--- config.mk ---
export PLATFORM = sky130hd
export DESIGN_NAME = div_unit
export DESIGN_NICKNAME = d
export VERILOG_FILES = /design/src/rtl/div_unit.sv
export SDC_FILE = /design/constraint.sdc
export NUM_CORES = 1
export LEC_CHECK = 0
export CORE_MARGIN = 5
export CORE_UTILIZATION = 50
export CTS_CLUSTER_DIAMETER = 150
export DETAILED_ROUTE_END_ITERATION = 12
export GPL_ROUTABILITY_DRIVEN = 0
export GPL_TIMING_DRIVEN = 1
export HOLD_SLACK_MARGIN = 0.05
export MAX_ROUTING_LAYER = met4
export PLACE_DENSITY = 0.71
export SYNTH_ARGS = -nofsm -noshare
export SYNTH_HDL_FRONTEND = slang
export SYNTH_SLANG_ARGS = --single-unit
--- constraint.sdc ---
create_clock -name clk -period 9.6 [get_ports clk]
set_input_delay 2.88 -clock clk [delete_from_list [all_inputs] [get_ports clk]]
set_output_delay 2.88 -clock clk [all_outputs]
set_load 0.02 [all_outputs]
--- src/rtl/div_unit.sv ---
// ---------------------------------------------------------------------------
// div_unit
//
// Iterative radix-2 restoring divider for the RV32M DIV/DIVU/REM/REMU
// instructions, used in the execute stage. An operation is accepted in IDLE.
// Divide-by-zero and signed overflow finish on the accept edge. Every other
// operation runs one restoring step per clock for XLEN clocks. While it
// computes, the unit asks the hazard unit to stall. It then presents a
// registered result with a one-cycle done pulse.
//
// Ports
//   clk        system clock, rising edge
//   rst_n      asynchronous active-low reset
//   start      div_inst qualified valid in EX; sampled only in IDLE
//   divsel     001 DIV, 010 DIVU, 011 REM, 100 REMU; other codes ignored
//   op_a       dividend (rs1)
//   op_b       divisor  (rs2)
//   flush      pipeline flush; aborts an operation in flight
//   stall_req  combinational stall request to the hazard unit
//   done       one-cycle pulse; result is valid in that cycle
//   result     registered quotient or remainder
// ---------------------------------------------------------------------------
module div_unit #(
  parameter int XLEN = 32
) (
  input  logic            clk,
  input  logic            rst_n,
  input  logic            start,
  input  logic [2:0]      divsel,
  input  logic [XLEN-1:0] op_a,
  input  logic [XLEN-1:0] op_b,
  input  logic            flush,
  output logic            stall_req,
  output logic            done,
  output logic [XLEN-1:0] result
);

  localparam int              CNT_W    = $clog2(XLEN) + 1;
  localparam logic [CNT_W-1:0] LAST_CNT = CNT_W'(XLEN - 1);
  localparam logic [XLEN-1:0] MIN_NEG  = {1'b1, {(XLEN-1){1'b0}}};
  localparam logic [XLEN-1:0] ALL_ONES = '1;

  typedef enum logic [1:0] {
    IDLE = 2'd0,
    CALC = 2'd1,
    DONE = 2'd2
  } state_t;

  state_t            state;
  logic [XLEN-1:0]   quo;       // holds |dividend| at first; quotient bits shift in
  logic [XLEN:0]     rem;       // partial remainder, one extra bit for the trial subtract
  logic [XLEN-1:0]   divisor;
  logic [CNT_W-1:0]  cnt;
  logic              neg_q;
  logic              neg_r;
  logic              sel_rem;

  // Two's-complement negate when neg is set. This is used both for taking
  // magnitudes and for restoring the sign of the final result.
  function automatic logic [XLEN-1:0] cond_neg(input logic [XLEN-1:0] v,
                                               input logic            neg);
    return neg ? (~v + XLEN'(1)) : v;
  endfunction

  // Decode the operation.
  logic op_legal;
  logic op_signed;
  logic op_rem;

  always_comb begin
    op_legal  = 1'b0;
    op_signed = 1'b0;
    op_rem    = 1'b0;
    case (divsel)
      3'b001: begin op_legal = 1'b1; op_signed = 1'b1;                  end
      3'b010: begin op_legal = 1'b1;                                    end
      3'b011: begin op_legal = 1'b1; op_signed = 1'b1; op_rem = 1'b1;  end
      3'b100: begin op_legal = 1'b1;                   op_rem = 1'b1;  end
      default: ;
    endcase
  end

  logic signed [XLEN-1:0] a_s;
  logic signed [XLEN-1:0] b_s;
  logic                   sign_a;
  logic                   sign_b;
  logic                   launch;
  logic                   div_by_zero;
  logic                   overflow;

  assign a_s    = op_a;
  assign b_s    = op_b;
  assign sign_a = op_signed && (a_s < 0);
  assign sign_b = op_signed && (b_s < 0);

  // A flush in the same cycle as start takes priority, so nothing launches.
  assign launch      = (state == IDLE) && start && op_legal && !flush;
  assign div_by_zero = (op_b == '0);
  assign overflow    = op_signed && (op_a == MIN_NEG) && (op_b == ALL_ONES);

  // The stall stays high through the last CALC cycle. It drops in DONE, so
  // the pipeline advances in the same cycle that it consumes the result.
  assign stall_req = launch || (state == CALC);

  // One restoring step: shift {rem,quo} left by one bit and try to subtract
  // the divisor. The top bit of the widened difference is the borrow.
  logic [XLEN:0]   shifted;
  logic [XLEN+1:0] diff;
  logic [XLEN:0]   rem_nxt;
  logic [XLEN-1:0] quo_nxt;

  always_comb begin
    shifted = {rem[XLEN-1:0], quo[XLEN-1]};
    diff    = {1'b0, shifted} - {2'b00, divisor};
    rem_nxt = shifted;
    quo_nxt = {quo[XLEN-2:0], 1'b0};
    if (!diff[XLEN+1]) begin
      rem_nxt = diff[XLEN:0];
      quo_nxt = {quo[XLEN-2:0], 1'b1};
    end
  end

  always_ff @(posedge clk or negedge rst_n) begin
    if (!rst_n) begin
      state   <= IDLE;
      done    <= 1'b0;
      result  <= '0;
      quo     <= '0;
      rem     <= '0;
      divisor <= '0;
      cnt     <= '0;
      neg_q   <= 1'b0;
      neg_r   <= 1'b0;
      sel_rem <= 1'b0;
    end else begin
      done <= 1'b0;
      case (state)
        IDLE: begin
          if (launch) begin
            sel_rem <= op_rem;
            if (div_by_zero) begin
              result <= op_rem ? op_a : ALL_ONES;
              done   <= 1'b1;
              state  <= DONE;
            end else if (overflow) begin
              result <= op_rem ? '0 : MIN_NEG;
              done   <= 1'b1;
              state  <= DONE;
            end else begin
              quo     <= cond_neg(op_a, sign_a);
              divisor <= cond_neg(op_b, sign_b);
              rem     <= '0;
              cnt     <= '0;
              neg_q   <= sign_a ^ sign_b;
              neg_r   <= sign_a;
              state   <= CALC;
            end
          end
        end

        CALC: begin
          if (flush) begin
            state <= IDLE;
          end else begin
            quo <= quo_nxt;
            rem <= rem_nxt;
            cnt <= cnt + CNT_W'(1);
            if (cnt == LAST_CNT) begin
              // The final step's values go straight to the output register.
              result <= sel_rem ? cond_neg(rem_nxt[XLEN-1:0], neg_r)
                                : cond_neg(quo_nxt, neg_q);
              done   <= 1'b1;
              state  <= DONE;
            end
          end
        end

        DONE: begin
          // A flush here gives the same result: done is already low next cycle.
          state <= IDLE;
        end

        default: begin
          state <= IDLE;
        end
      endcase
    end
  end

endmodule

==> flow_metrics.tcl <==
set metrics [dict create \
    status "finished clean" \
    drc_errors 0 \
    ctsHoldBuffers 0 \
    pwr-share-clk_pct 17.0 \
    hold_viol_final 0 \
    startpoint_type "primary input" \
    worstMarginPinSlew_ps 1040 \
    cts_setup_buffers 0 \
    p_comb_share_pct 60.0 \
    dieArea_mm2 0.0257 \
    hp-start "result[3]" \
    grt-ovfl-total 0 \
    startpoint "divsel[0]" \
    cts.clk_slew.worst_paths_ps 60 \
    cts_buffer_depth 2 \
    grt_pass1_vias 10500 \
    clock_latency_ps 440 \
    p_leak_uw 0.00560 \
    power_uw 4090 \
    areaGrowthSynthToFinish_pct 16.3 \
    grt_max_degree 106 \
    syn_inst 1411 \
    fin_area_mm2 0.0132 \
    period_share_pct 79.0 \
    relSlewSlack_pct 30.8 \
    avgRoutedWirePerCell_um 20.1 \
    seq_area_mm2 0.00350 \
    clock_sinks 140 \
    cp.required_ps 6720 \
    layout-drive-gt1-share_pct 5.59 \
    place.port_buffers 104 \
    placed_area_mm2 0.0126 \
    die_width_um 160 \
    drt-initial-drc-count 1098 \
    ioPinCount 105 \
    ctsResizeCount 0 \
    vias 11200 \
    num-nets-final 1583 \
    die_h_um 160 \
    ir_worst_vdd_mv 0.145 \
    reg2reg_from "rem[11]" \
    p_int_uw 2110 \
    seqPwrFrac_pct 23.0 \
    syn-num-nets 1521 \
    cts_buffers 17 \
    p_sw_uw 1980 \
    synthArstFlopShare_pct 100 \
    multi_input_area_mm2 0.00721 \
    min_period_ps 7580 \
    maxCapViolations 0 \
    slew_viol_final 0 \
    grt_pass1_wl_um 57400 \
    dr.pass1.iters 8 \
    synth_edf_count 0 \
    antenna_left 0 \
    syn_avg_cell_area_um2 8.02 \
    yosysSeqAreaShare_pct 31.0 \
    tns_ps 0 \
    swShare_pct 48.5 \
    viasPerCell 6.33 \
    track_usage_pct 28.2 \
    fill_cells 2036 \
    critPathKind "primary input to output port" \
    ys_seq_elements 140 \
    arrival_ps 4700 \
    cts_tree "yes" \
    clock_skew_ps 11.0 \
    fmax_mhz 132 \
    rows 55 \
    worstHoldPathType "flop to flop" \
    setup_viol_count_final 0 \
    root_buffer "clkbuf_16" \
    routed_wl_um 35600 \
    antenna-diode-count 0 \
    netlist_area_mm2 0.0113 \
    initial_core_util_pct 50.4 \
    cts_htree_levels 4 \
    core_area_mm2 0.0224 \
    grt_antenna_before_repair 0 \
    rsz0062_at_grt "no" \
    synth_flop_cell "dfrtp_1" \
    p_per_area_mw_per_mm2 311 \
    yosysUniqueCellTypes 85 \
    critPathCaptureType "output port" \
    path_max_fanout 7 \
    hpwl_um 25900 \
    ys_warn_count 0 \
]
==> per-layer routing <==
| layer | part of all wire, % | GRT usage, % | vias to the layer above | wire length [um] |
|---|---|---|---|---|
| met5 | 0 | - | - | 0 |
| met4 | 3.0 | 9.78 | 0 | 1070 |
| met3 | 7.2 | 4.80 | 90 | 2580 |
| met2 | 46 | 42.9 | 477 | 16300 |
| met1 | 44 | 38.1 | 5366 | 15700 |
| li1 | - | - | 5278 | - |
==> flip-flops by register name (all words and copies together) (netlist names) <==
signal,count
cnt,6
divisor,32
done,1
neg_q,1
neg_r,1
quo,32
rem,32
result,32
sel_rem,1
state,2
==> layout make-up <==
cell class	instances	share of cell area, %
clock buffers	20	3.55
multi-input cells	1108	54.8
inverters	86	2.45
well taps	285	2.71
clock inverters	12	1.05
flip-flops and latches	140	26.6
repair buffers	120	8.83
==> through the flow <==
step | worst slack, ps | hold WS (ps) | std cells | utilization [%]
4_1_cts | 2030 | 474 | 1771 | 58.7
5_1_grt | 1910 | 487 | 1771 | 58.7
3_5_place_dp | 2020 | 460 | 1739 | 56.0
6_report | 2020 | 472 | 1771 | 58.7
2_1_floorplan | 2970 | 439 | 1411 | -
3_3_place_gp | 2030 | 452 | 1739 | 56.0
==> cells by family (layout without fill, tap and decap cells) <==
| family | count (synthesis) | after routing | share of synthesized area [%] |
|---|---|---|---|
| buffers and inverters | 163 | 238 | 5.53 |
| AND/OR/NAND/NOR | 440 | 440 | 18.7 |
| flip-flops | 140 | 140 | 31.0 |
| XOR/XNOR | 136 | 136 | 10.5 |
| adder cells (fa/ha/maj) | 39 | 39 | 4.38 |
| multiplexers | 29 | 29 | 2.62 |
| AO/OA/AOI/OAI | 464 | 464 | 27.3 |
==> cell usage in the layout, fill, tap and decap left out, drive strengths merged, types with 14 or more instances in the layout <==
master	Yosys	final
a21oi	94	94
nor3	36	36
nor2	101	101
inv	86	88
a222oi	31	31
or3	17	17
nand4	19	19
o31ai	29	29
buf	15	17
clkdlybuf4s50	0	103
nand3	18	18
a21o	15	15
nand2	166	166
clkbuf	62	20
a31oi	14	14
mux2i	24	24
xor2	71	71
xnor2	65	65
a211oi	16	16
o21ai	149	149
ha	38	38
dfrtp	140	140
o211ai	16	16
==> cell usage after synthesis, types with 14 or more instances <==
master,instances,area share [%]
nand2_1,166,5.5
dfrtp_1,140,31
o21ai_0,121,5.4
nor2_1,101,3.3
a21oi_1,91,4.0
inv_1,85,2.8
xor2_1,71,5.5
xnor2_1,65,5.0
clkbuf_1,62,2.1
ha_1,38,4.2
nor3_1,34,1.5
a222oi_1,31,2.7
o31ai_1,27,1.8
o21ai_1,26,1.1
mux2i_1,24,2.1
nand4_1,19,1.1
nand3_1,18,0.80
a21o_1,15,1.0
o211ai_1,15,1.0
or3_1,15,0.83
a211oi_1,14,0.93
a31oi_1,14,0.77
==> worst max-delay path, stage by stage <==
cell             delay [ps]
clkdlybuf4s50_1         430
nor2_1                  180
xnor2_1                 130
and4b_1                 330
or2_2                   150
clkdlybuf4s50_1         600
==> power by group through the flow <==
| stage | sequential, uW | combinational, uW | clock [uW] |
|---|---|---|---|
| 2_1_floorplan | 869 | 1850 | 0 |
| 3_3_place_gp | 939 | 2350 | 0 |
| 3_5_place_dp | 941 | 2400 | 0 |
| 4_1_cts | 933 | 2410 | 693 |
| 5_1_grt | 959 | 2710 | 721 |
| 6_report | 940 | 2450 | 695 |
==> worst paths after layout <==
path,endpoint,slack [ps],depth (start not counted)
worst max register to register,result[26],3950,16
worst max-delay path,stall_req,2020,6
max in group asynchronous,rem[6],5690,2
min in group asynchronous,divisor[3],2460,1
worst min-delay path,result[3],470,2
worst min register to register,result[3],470,2
(Power assumes the default switching activity.)
